--- src/rtl/pipe_pkg.sv ---
// Shared pipeline types and constants for the fetch stage and the
// downstream stage registers.
package pipe_pkg;

  typedef logic [15:0] word_t;

  localparam logic [3:0] HLT_OP  = 4'hF;
  localparam word_t      NOP_WORD = 16'h0000;

  typedef enum logic {
    FETCH  = 1'b0,
    HALTED = 1'b1
  } fetch_state_e;

endpackage

--- src/rtl/dff.sv ---
// Generic enabled flop with synchronous active-high reset.
module dff #(
  parameter int          W       = 1,
  parameter logic [W-1:0] RST_VAL = '0
) (
  input  logic         clk,
  input  logic         rst,
  input  logic         en,
  input  logic [W-1:0] d,
  output logic [W-1:0] q
);

  // Reset wins; otherwise load when enabled.
  always_ff @(posedge clk) begin
    if (rst)     q <= RST_VAL;
    else if (en) q <= d;
  end

endmodule

--- src/rtl/if_id_reg.sv ---
// IF/ID pipeline register: instruction, PC+2 and valid bit.
// flush loads a bubble and overrides wen.
module if_id_reg
  import pipe_pkg::*;
#(
  parameter word_t NOP_INSTR = NOP_WORD
) (
  input  logic  clk,
  input  logic  rst,
  input  logic  wen,
  input  logic  flush,
  input  word_t instr_in,
  input  word_t pc_in,
  output word_t instr,
  output word_t pc,
  output logic  valid
);

  logic  en;
  word_t instr_d, pc_d;
  logic  valid_d;

  // Select the bubble on flush, the fetched word otherwise.
  always_comb begin
    en      = wen | flush;
    instr_d = flush ? NOP_INSTR : instr_in;
    pc_d    = flush ? 16'h0000  : pc_in;
    valid_d = ~flush;
  end

  dff #(.W(16), .RST_VAL(NOP_INSTR)) u_instr (
    .clk(clk), .rst(rst), .en(en), .d(instr_d), .q(instr));
  dff #(.W(16), .RST_VAL(16'h0000)) u_pc (
    .clk(clk), .rst(rst), .en(en), .d(pc_d), .q(pc));
  dff #(.W(1), .RST_VAL(1'b0)) u_valid (
    .clk(clk), .rst(rst), .en(en), .d(valid_d), .q(valid));

endmodule

--- src/rtl/fetch_stage.sv ---
// Instruction fetch: PC register, halt FSM, fetched-instruction counter,
// and the IF/ID register. Priority per edge: rst > stall > redirect > normal.
module fetch_stage
  import pipe_pkg::*;
#(
  parameter word_t      RESET_PC   = 16'h0000,
  parameter logic [3:0] HLT_OPCODE = HLT_OP,
  parameter word_t      NOP_INSTR  = NOP_WORD
) (
  input  logic        clk,
  input  logic        rst,
  input  logic        stall,
  input  logic        branch_taken,
  input  logic [15:0] branch_target,
  input  logic [15:0] imem_data,
  output logic [15:0] imem_addr,
  output logic [15:0] IFIDinstr,
  output logic [15:0] IFIDpc,
  output logic        IFIDvalid,
  output logic        fetch_halted,
  output logic [15:0] fetch_count
);

  word_t        pc_q, pc_d;
  word_t        cnt_q, cnt_d;
  fetch_state_e state_q, state_d;
  logic         ifid_wen, ifid_flush;
  logic         redir;
  word_t        pc_plus2;

  // A stalled ID stage re-resolves its branch next cycle, so ignore it now.
  assign redir    = branch_taken & ~stall;
  assign pc_plus2 = pc_q + 16'd2;

  // Next PC, state, counter and IF/ID control.
  always_comb begin
    pc_d       = pc_q;
    cnt_d      = cnt_q;
    state_d    = state_q;
    ifid_wen   = 1'b0;
    ifid_flush = 1'b0;
    unique case (state_q)
      FETCH: begin
        if (stall) begin
          // hold everything
        end else if (redir) begin
          pc_d       = branch_target;
          ifid_flush = 1'b1;
        end else begin
          ifid_wen = 1'b1;
          cnt_d    = cnt_q + 16'd1;
          if (imem_data[15:12] == HLT_OPCODE) state_d = HALTED;
          else                                pc_d    = pc_plus2;
        end
      end
      HALTED: begin
        if (stall) begin
          // HLT stays in IF/ID
        end else if (redir) begin
          // an older branch squashes the speculative HLT
          pc_d       = branch_target;
          ifid_flush = 1'b1;
          state_d    = FETCH;
        end else begin
          ifid_flush = 1'b1;
        end
      end
      default: state_d = FETCH;
    endcase
  end

  // PC, counter and state registers.
  always_ff @(posedge clk) begin
    if (rst) begin
      pc_q    <= RESET_PC;
      cnt_q   <= 16'h0000;
      state_q <= FETCH;
    end else begin
      pc_q    <= pc_d;
      cnt_q   <= cnt_d;
      state_q <= state_d;
    end
  end

  if_id_reg #(.NOP_INSTR(NOP_INSTR)) u_if_id (
    .clk     (clk),
    .rst     (rst),
    .wen     (ifid_wen),
    .flush   (ifid_flush),
    .instr_in(imem_data),
    .pc_in   (pc_plus2),
    .instr   (IFIDinstr),
    .pc      (IFIDpc),
    .valid   (IFIDvalid)
  );

  assign imem_addr    = pc_q;
  assign fetch_halted = (state_q == HALTED);
  assign fetch_count  = cnt_q;

endmodule

--- config.mk ---
export PLATFORM = sky130hd
export DESIGN_NAME = fetch_stage
export DESIGN_NICKNAME = d
export VERILOG_FILES = /design/src/rtl/pipe_pkg.sv /design/src/rtl/dff.sv /design/src/rtl/if_id_reg.sv /design/src/rtl/fetch_stage.sv
export SDC_FILE = /design/constraint.sdc
export NUM_CORES = 1
export LEC_CHECK = 0
export CAP_MARGIN = 20
export CORE_ASPECT_RATIO = 1.5
export CORE_MARGIN = 3
export CORE_UTILIZATION = 31
export CTS_CLUSTER_DIAMETER = 50
export DETAILED_ROUTE_END_ITERATION = 10
export PLACE_DENSITY = 0.58
export SETUP_SLACK_MARGIN = 0.02
export SYNTH_ARGS = -nofsm -noshare
export SYNTH_HDL_FRONTEND = slang
export SYNTH_HIERARCHICAL = 1
export SYNTH_SLANG_ARGS = --single-unit
export TNS_END_PERCENT = 100
--- constraint.sdc ---
create_clock -name clk -period 1.7 [get_ports clk]
set_clock_uncertainty 0.1 [all_clocks]
set_input_delay 0.17 -clock clk [delete_from_list [all_inputs] [get_ports clk]]
set_output_delay 0.17 -clock clk [all_outputs]
set_load 0.02 [all_outputs]
== After elaboration in Yosys (flattened, before gate mapping) ==
Index checks and enable logic that the tools add are counted.

* Register bits: 66
* Bits in latches: 0
* RAM bits: 0
* Memory bits (read-only): 0
* Output and inout bits: 66
* Memories: 0

* Add/sub/neg operators: 2
* Multipliers: 0
* Divide/modulo/power cells: 0
* $lt $le $gt $ge: 0
* Equal/unequal tests: 5
* Shift operators: 0
* Multiplexer cells: 20
* Bitwise gates (word level): 6
* Reduce and logical (&&, ||, !) cells: 2

{| class="wikitable"
|+ Operators with widths
! operator !! count
|-
| 16-bit 2-to-1 mux || 7
|-
| 16-bit one-hot mux with 2 select lines || 1
|-
| 16-bit by 1-bit adder with 16-bit output (second input constant) || 1
|-
| 16-bit by 2-bit adder with 16-bit output (second input constant) || 1
|-
| 1-bit 2-to-1 mux || 10
|-
| 4-bit == test (second input constant) || 1
|-
| 2-bit inequality test (second input constant) || 2
|-
| 1-bit NOT || 4
|-
| 1-bit one-hot mux with 2 select lines || 2
|-
| 4-bit AND reduction || 1
|-
| 3-bit inequality test (second input constant) || 1
|-
| 3-bit AND reduction || 1
|-
| 2-bit by 1-bit inequality test with 1-bit output (second input constant) || 1
|-
| 1-bit AND || 1
|-
| 1-bit OR || 1
|}

== Logic depth before layout (Yosys ltp) ==
Gate-level depths: netlist (run 1).

* Word-level depth: 6
* Depth in mapped cells: 9

== Hierarchy ==
Netlist (run 1), hierarchy kept.

{| class="wikitable"
|+ By module, submodules not included
! module !! instances !! cells each !! area each (µm²) !! sequential area each (µm²)
|-
| fetch_stage || 1 || 220 || 1,816.7 || 660.6
|-
| dff at u_if_id.u_instr ... || 2 || 52 || 580.6 || 320.3
|-
| if_id_reg || 1 || 37 || 232.7 || 0.0
|-
| dff at u_if_id.u_valid || 1 || 3 || 33.8 || 20.0
|}

== Least setup slack after synthesis (run 1) ==
Ideal clock, no wire load.

* Kind: reg-to-reg
* Start point: register state_q, in the netlist fetch_halted
* End point: register u_if_id.u_instr.q[10]
* Data arrival time: 1,833 ps
* Setup slack: -350 ps
* Stages on the path, launching flop included: 10
* Path buffers: 4
* Period minus slack after synthesis: 2,050 ps
* Cell sequence: dfxtp_1 -> buf_2 -> nor2_1 -> nor2_1 -> buf_6 -> or2_1 -> buf_6 -> buf_12 -> mux2i_1 -> nor2_1

* Word-level cells in the longest chain between the ends: 3
* Elaborated cells on any way between the ends: 5
* Classes of those cells: mux: 3; bitwise: 2

{| class="wikitable"
|+ Ends and longest elaborated chain
! what !! RTL line !! RTL
|-
| start: declaration || fetch_stage.sv:26 || <nowiki>fetch_state_e state_q, state_d;</nowiki>
|-
| start signal: assignment || fetch_stage.sv:81 || <nowiki>state_q <= state_d;</nowiki>
|-
| 1-bit NOT || - ||
|-
| 1-bit one-hot mux with 2 select lines (*) || fetch_stage.sv:42 || <nowiki>unique case (state_q)</nowiki>
|-
| net ifid_flush || fetch_stage.sv:27 || <nowiki>logic ifid_wen, ifid_flush;</nowiki>
|-
| 1-bit OR (*) || if_id_reg.sv:25 || <nowiki>en = wen | flush;</nowiki>
|-
| net u_if_id.en || if_id_reg.sv:19 || <nowiki>logic en;</nowiki>
|-
| end signal: assignment || dff.sv:15 || <nowiki>if (rst) q <= RST_VAL;</nowiki>
|-
| end signal: assignment || dff.sv:16 || <nowiki>else if (en) q <= d;</nowiki>
|-
| end: declaration || dff.sv:10 || <nowiki>output logic [W-1:0] q</nowiki>
|}

Mark *: on every way through the listed nets, which the timed path passes. The rest lies on a longest branch.
A chain may end at the register's enable or synchronous reset.

== Worst setup path in the final report (run 1) ==
* Start point: register pc_q[2], in the netlist imem_addr[2]
* End point: register u_if_id.u_pc.q[13]

* Word-level cells in the longest chain between the ends: 2

{| class="wikitable"
|+ Ends and longest elaborated chain
! what !! RTL line !! RTL
|-
| start: declaration || fetch_stage.sv:24 || <nowiki>word_t pc_q, pc_d;</nowiki>
|-
| start signal: assignment || fetch_stage.sv:79 || <nowiki>pc_q <= pc_d;</nowiki>
|-
| 16-bit by 2-bit adder with 16-bit output || fetch_stage.sv:33 || <nowiki>assign pc_plus2 = pc_q + 16'd2;</nowiki>
|-
| net pc_plus2[13] || fetch_stage.sv:29 || <nowiki>word_t pc_plus2;</nowiki>
|-
| 16-bit 2-to-1 mux || if_id_reg.sv:27 || <nowiki>pc_d = flush ? 16'h0000 : pc_in;</nowiki>
|-
| net u_if_id.pc_d[13] || if_id_reg.sv:20 || <nowiki>word_t instr_d, pc_d;</nowiki>
|-
| end signal: assignment || dff.sv:15 ||
|-
| end signal: assignment || dff.sv:16 ||
|-
| end: declaration || dff.sv:10 ||
|}

The timed path passes the listed nets, and every way through them passes these cells.

==> out/metrics.sh, run 1 <==
YOSYSMOSTFREQUENTCELL='nor2_1'
FLOORPLAN.DIE_AREA_UM2=11800
DRTITER0DRC=132
POSTSYNTHNETCOUNT=402
LARGEST_NET_DEGREE_AT_THE_START_OF_GLOBAL_ROUTING=26
CORE_AREA_UM2=10200
SYNTH_AREA_PER_CELL_UM2=8.91
DATA_ARRIVAL_AT_THE_ENDPOINT_OF_THE_CRITICAL_PATH_NS=1.81
POST_LAYOUT_NONFILLER_INSTANCES=647
CLK-INSERTION-DELAY-LATE_NS=0.32
IR_DROP_uV=466
POSTSYNTHCELLCOUNT=364
CTS_MADE_BUFFERS=9
DISTINCT_CELL_TYPE_COUNT_AFTER_SYNTHESIS=46
ANTENNA_FOUND_INITIAL=0
MAXIMUM_OPERATING_FREQUENCY_MHz=587
VIAS_PER_CELL=4.68
PLACE_INST=626
ROUTED_WIRE_LENGTH_PER_INSTANCE_UM=14.4
GRT_FIRST_PASS_WIRELENGTH_MM=15.2
CLOCK_TREE.ROOT_CELL='clkbuf_16'
POWER_DENSITY_nW_PER_UM2=817
BOUNDARYPINS=102
WORST_HOLD_PATH_TYPE='in2reg'
TIGHTEST_SLEW_NS=0.337
HOLD_VIOLATIONS=0
NETLIST_TOP_CELLS_COUNT='nor2_1 (68), dfxtp_1 (66), nor2b_1 (36)'
PORT_BUFFERS=101
SYNTH_ASYNC_SR_FLOP_SHARE_PCT=0
REPORT.FINAL.SLEW_VIOL_COUNT=0
GR-USAGE-ALL-LAYERS_PCT=16.6
YOSYS-TOP-CELLS-AREA='dfxtp_1 (41%), mux2i_1 (11%), nor2_1 (7.9%)'
DIE_W_UM=89.5
POST-DP-HPWL_MM=6.99
TIMING.SETUP.TNS_NS=-0.00424
SYNTHESIS.YOSYS.WARNINGS=6
DPL_WORST_SLACK_NS=-0.282
ANTENNADIODECOUNT=0
TRITONCTS='yes'
OUTCOME='complete, but fails checks'
SYNTH_LARGEST_TYPE_AREA_FRACTION_PCT=40.7
CTS-ROOT-TO-SINK-BUFFERS=2
DETAILROUTE.VIA_COUNT=3030
CP_MAX_FO=4
MIN_PERIOD_NS=1.70
POWER_LEAKAGE_nW=2.26
FINALCRITPERIODSHARE_PCT=100
LAYOUT-DRIVE-GT1-SHARE_PCT=19.4
DRV_CAP=0
SYNTH_EDF_COUNT=0
FINAL_CRITICAL_PATH_SETUP_SLACK_NS=-0.00424
TIMING.CRITICAL_PATH.REQUIRED_NS=1.81
YS_SEQ_ELEMENTS=66
ENDPOINT_KIND='register'
SLEW_HEADROOM_PCT=77.5
FIRST_GLOBAL_VIAS=3095
GRT_SETUP_UNREPAIRED='yes'
TIMING.HOLD.WS_NS=0.219
SYNTH_LARGEST_AREA_CELL='dfxtp_1'
ROWS=45
DRT_PASS1_ITERATIONS=4
NUMBER_OF_NETS_STILL_FAILING_ANTENNA_CHECKS_AFTER_ROUTING=0
DRCVIOLATIONCOUNT=0
GLOBALPLACE.CONGESTION=0.872
CP-START-KIND='register'
DRT_WL_TOTAL_MM=9.31
DIEHEIGHT_UM=131
YS.FLOP_TYPE='dfxtp_1'
INITIAL_UTILIZATION_PCT=31.8
FAILED_CHECKS='negative setup slack'
SETUP_VIOLATIONS=1
LAYOUT_STAGE_AREA_GROWTH_OVER_THE_SYNTHESIS_RESULT_PCT=56.3
SYNTH.YOSYS.SEQ_AREA_SHARE_PCT=40.7
COUNT_OF_HOLD_FIX_BUFFERS_INSERTED_AT_CTS=0
H_TREE_LEVEL_COUNT=3
SYNTH_AREA_UM2=3240
CLK_PIN_SLEW_WORST_PATHS_NS=0.05
GRT_OVERFLOW_TOTAL=0
NETS=539
TOTAL_CLOCK_SINKS=66
CRITICALPATHCATEGORY='reg2reg'
[registers in the layout, indices dropped and copies added (netlist names)]
name,count
fetch_halted,1
u_if_id/u_valid/q,1
fetch_count,16
u_if_id/u_pc/q,16
imem_addr,16
u_if_id/u_instr/q,16
[cells by family (layout without fill, tap and decap cells)]
kind of cell | count (synthesis) | in the layout | share of synthesized area [%]
simple gates | 160 | 160 | 25.0
flops | 66 | 66 | 40.7
compound gates | 40 | 40 | 8.91
mux | 35 | 35 | 10.8
buf+inv | 33 | 175 | 6.29
xor+xnor | 28 | 28 | 7.56
fa+ha+maj | 2 | 2 | 0.771
[routing by layer]
metal	part of all wire [%]	global-route usage [%]
met1	41	20.1
met2	50	27.2
met3	6.8	4.71
met4	1.4	6.04
met5	0	0
[metrics by stage]
| stage | area [µm²] | utilization, % | total power [mW] |
|---|---|---|---|
| floorplan | 3310 | - | 2.08 |
| CTS | 4990 | 49.0 | 4.21 |
| detailed placement | 4700 | 46.1 | 2.44 |
| global placement | 4700 | 46.1 | 2.43 |
| global route | 5070 | 49.8 | 4.36 |
| finish | 5070 | 49.8 | 4.14 |
[worst max-delay path, stage by stage (launching register included)]
cell	delay, ns
dfxtp_4	0.37
ha_4	0.15
and3_4	0.20
nand4_1	0.13
buf_4	0.18
xnor2_1	0.12
and2b_1	0.17
mux2i_1	0.13
nor2_1	0.05
[report_power, final]
part	total, mW	internal [mW]	switching, mW
Combinational	0.737	0.389	0.349
Sequential	1.66	1.61	0.0477
Clock	1.74	1.10	0.642
Total	4.14	3.10	1.04
[cell type report]
type | count | area (µm²)
multi-input cells | 265 | 1800
repair buffers | 152 | 1450
fillers | 993 | 5120
well taps | 141 | 176
inverters | 7 | 26.3
clock buffers | 14 | 274
clock inverters | 2 | 10.0
flip-flops and latches | 66 | 1340
[worst paths after layout]
check / slack [ns] / startpoint / end / cells past startpoint
hold / removal: 0.22 / rst / imem_addr[7]$_SDFFE_PP0P_ / 3
setup reg to reg: -0.004 / imem_addr[2]$_SDFFE_PP0P_ / u_if_id/u_pc/q[13]$_SDFFE_PP0P_ / 8
hold reg to reg: 0.39 / u_if_id/u_instr/q[6]$_SDFFE_PP0P_ / u_if_id/u_instr/q[6]$_SDFFE_PP0P_ / 2
setup / recovery: -0.004 / imem_addr[2]$_SDFFE_PP0P_ / u_if_id/u_pc/q[13]$_SDFFE_PP0P_ / 8
[cells in the final DEF, fill, tap and decap left out, drive strengths merged, types with 10 or more instances in the layout]
master         instances
nor2                  69
clkdlybuf4s50         81
xnor2                 10
nand2                 14
dfxtp                 66
nor2b                 36
mux2i                 35
dlygate4sd2           10
buf                   52
xor2                  18
clkbuf                14
[timing repair]
| item | in CTS | in global routing |
|---|---|---|
| resized for setup | 11 | 21 |
| setup buffers | 2 | 3 |
| setup endpoints to repair | 14 | 35 |
| pin swaps | 3 | 7 |
| hold endpoints to repair | 0 | 0 |
No activity file was read; power rests on OpenSTA's default activity.
==> inputs of run 2 (changes only) <==
CELL_PAD_IN_SITES_DETAIL_PLACEMENT = 1   (was not set)
CELL_PAD_IN_SITES_GLOBAL_PLACEMENT = 1   (was not set)
PLACE_DENSITY = 0.75   (was 0.58)
==> run 2 against run 1 <==
Net effect:
- the run still ends with negative setup slack left
- via count grew 2.6%
- total power up 2.7%
- wire length is 12% higher
- first-iteration DRC count fell by 45%
- sequential share of layout area down 0.087 points
- clock power up 6%
- critical path depth unchanged
- hold slack got worse by 0.0043 ns
- flip-flop and latch count unchanged
- largest cell class unchanged
- largest power group unchanged
- highest routed layer unchanged
==> out/metrics.sh, run 2 (synthesized netlist as in run 1, its figures left out) <==
OUTCOME='complete, but fails checks'
FAILED_CHECKS='negative setup slack'
CORE_AREA_UM2=10200  # unchanged
CPPEAKSTAGEDELAY_NS=0.38  # about the same
FINALCRITPERIODSHARE_PCT=102  # +1.7 points
LARGEST_NET_DEGREE_AT_THE_START_OF_GLOBAL_ROUTING=30  # +15%
WORST_PATH_DOMINANT_CELL_FAMILY='simple AND/OR/NAND/NOR gates'
BOUNDARYPINS=102  # unchanged
VIAS_PER_CELL=4.81  # +2.8%
TRITONCTS='yes'
CRITICAL_PATH_BUF_INV_COUNT=0  # -1
HIGHEST_COUNT_CELLS_IN_THE_LAYOUT_IGNORING_FILL_AND_TAPS='clkdlybuf4s50_1 (78), nor2_1 (64), dfxtp_1 (55)'
CRITICAL_PATH.MOST_COMMON_CELL='nor2_1'
CLK_PIN_SLEW_WORST_PATHS_NS=0.06  # about the same
FLOORPLAN.DIE_AREA_UM2=11800  # unchanged
FINAL_CRITICAL_PATH_SETUP_SLACK_NS=-0.0329  # -0.0287 ns
ANTENNADIODECOUNT=0  # unchanged
WORST_HOLD_PATH_TYPE='in2reg'
ROWS=45  # unchanged
COMB_POWER_SHARE_PCT=17.7  # about the same
DETAILROUTE.VIA_COUNT=3110  # +2.6%
ANTENNA_FOUND_INITIAL=0  # unchanged
CLOCK_POWER_SHARE_PCT=43.3  # +1.2 points
DRCVIOLATIONCOUNT=0  # unchanged
CLK-INSERTION-DELAY-LATE_NS=0.33  # about the same
CTS-ROOT-TO-SINK-BUFFERS=2  # unchanged
NUMBER_OF_NETS_STILL_FAILING_ANTENNA_CHECKS_AFTER_ROUTING=0  # unchanged
DRT_WL_TOTAL_MM=10.5  # +12%
GRT_FIRST_PASS_WIRELENGTH_MM=16.5  # +8.7%
ROUTED_WIRE_LENGTH_PER_INSTANCE_UM=16.2  # +13%
MIN_PERIOD_NS=1.73  # +0.0287 ns
DRT_PASS1_ITERATIONS=4  # unchanged
POWER_DENSITY_nW_PER_UM2=835  # +2.2%
COUNT_OF_HOLD_FIX_BUFFERS_INSERTED_AT_CTS=0  # unchanged
DIEHEIGHT_UM=131  # unchanged
MAXIMUM_OPERATING_FREQUENCY_MHz=577  # -1.7%
P_SW_mW=1.07  # +3.4%
CELLS_ALONG_THE_CRITICAL_PATH='ha_4 -> and3_4 -> nand4_1 -> nor2_1 -> xor2_1 -> nor2b_1 -> mux2i_1 -> nor2_1'
FIRST_GLOBAL_VIAS=3369  # +8.9%
DATA_ARRIVAL_AT_THE_ENDPOINT_OF_THE_CRITICAL_PATH_NS=1.90  # +0.09 ns
GR-USAGE-ALL-LAYERS_PCT=17.8  # +1.3 points
POWER_LEAKAGE_nW=2.30  # +1.7%
POST_LAYOUT_NONFILLER_INSTANCES=646  # -0.15%
CP-START-KIND='register'
CRIT_PATH_TOP_DELAY_CELL='dfxtp_4'
TIGHTEST_SLEW_NS=0.340  # +0.00253 ns
LAYOUT.CELLS.MOST_COMMON='clkdlybuf4s50_1'
SEQPWRFRAC_PCT=39.1  # -1.0 points
DRV_CAP=0  # unchanged
REPORT.FINAL.SLEW_VIOL_COUNT=0  # unchanged
SLEW_HEADROOM_PCT=77.3  # -0.14 points
TIMING.CRITICAL_PATH.REQUIRED_NS=1.87  # +0.06 ns
CTS_MADE_BUFFERS=9  # unchanged
P_SW_SHARE_PCT=25.2  # +0.17 points
GLOBALPLACE.CONGESTION=0.832  # -4.6%
CRITICALPATHCATEGORY='reg2reg'
DIE_W_UM=89.5  # unchanged
IR_DROP_uV=618  # +33%
FINISH.UTILIZATION_PCT=50.0  # +0.26 points
SETUP_VIOLATIONS=3  # +2
LAYOUT-DRIVE-GT1-SHARE_PCT=19.4  # +0.038 points
H_TREE_LEVEL_COUNT=3  # unchanged
PLACE_INST=625  # -0.16%
LAYOUT_STAGE_AREA_GROWTH_OVER_THE_SYNTHESIS_RESULT_PCT=57.1
SETUP.REG_TO_REG.WORST_SLACK_NS=-0.03  # -0.03 ns
TOTAL_CLOCK_SINKS=66  # unchanged
NETS=538  # -0.19%
ENDPOINT_KIND='register'
CP_MAX_FO=4  # unchanged
GRT_OVERFLOW_TOTAL=0  # unchanged
GRT_SETUP_UNREPAIRED='yes'
CLOCK_TREE.ROOT_CELL='clkbuf_16'
HOLD_VIOLATIONS=0  # unchanged
POST-DP-HPWL_MM=7.88  # +13%
PORT_BUFFERS=101  # unchanged
CELL_INTERNAL_PWR_mW=3.18  # +2.5%
DRTITER0DRC=72  # -45%
INITIAL_UTILIZATION_PCT=31.8  # unchanged
run 2: worst paths after layout:
path | from | to | cells after the start
setup reg to reg | imem_addr[1]$_SDFFE_PP0P_ | u_if_id/u_pc/q[15]$_SDFFE_PP0P_ | 8
hold / removal | rst | imem_addr[7]$_SDFFE_PP0P_ | 3
setup / recovery | imem_addr[1]$_SDFFE_PP0P_ | u_if_id/u_pc/q[15]$_SDFFE_PP0P_ | 8
hold reg to reg | u_if_id/u_instr/q[8]$_SDFFE_PP0P_ | u_if_id/u_instr/q[8]$_SDFFE_PP0P_ | 2
run 2: final cells by class:
type | count | area [µm²]
clock inverters | 4 | 50.0
inverters | 7 | 26.3
repair buffers | 151 | 1450
fillers | 1180 | 5090
well taps | 141 | 176
flip-flops and latches | 66 | 1340
clock buffers | 12 | 246
multi-input cells | 265 | 1810
run 2: what timing repair did:
item                                    in CTS  in global routing
endpoints found under the hold margin        0                  0
gates resized for setup                     18                 21
setup buffers                                4                  1
pin swaps                                    4                  7
endpoints found under the setup margin      18                 31
run 2: layer usage:
layer	global-route usage (%)	part of all wire, %
met4	6.21	1.9
met5	0	0
met3	5.14	6.2
met2	31.7	54
met1	19.5	38
run 2: worst reg2reg max path, delay by kind of cell (launching register included):
kind | cells | cell delay (ns)
XOR/XNOR | 1 | 0.22
multiplexers | 1 | 0.08
adder cells (fa/ha/maj) | 1 | 0.14
AND/OR/NAND/NOR | 5 | 0.77
flip-flops | 1 | 0.38
run 2: through the flow:
stage               TNS, ns  hold slack (ns)  total power [mW]  worst slack, ns  instance area (µm²)
CTS                  -0.106            0.207              4.31          -0.0532                 5020
floorplan            -0.172            0.142              2.08         -0.00862                 3310
finish              -0.0842            0.215              4.25          -0.0329                 5100
global route         -0.637            0.231              4.45           -0.159                 5100
detailed placement   -14.25            0.384              2.45           -0.367                 4690
global placement      -9.74            0.374              2.43           -0.259                 4690
run 2: power by group through the flow:
stage | clock network [mW] | logic [mW] | registers, mW
final | 1.84 | 0.751 | 1.66
after global routing | 1.96 | 0.810 | 1.67
after global placement | 0 | 0.738 | 1.69
after CTS | 1.90 | 0.754 | 1.66
after floorplan | 0 | 0.313 | 1.77
after detailed placement | 0 | 0.753 | 1.70
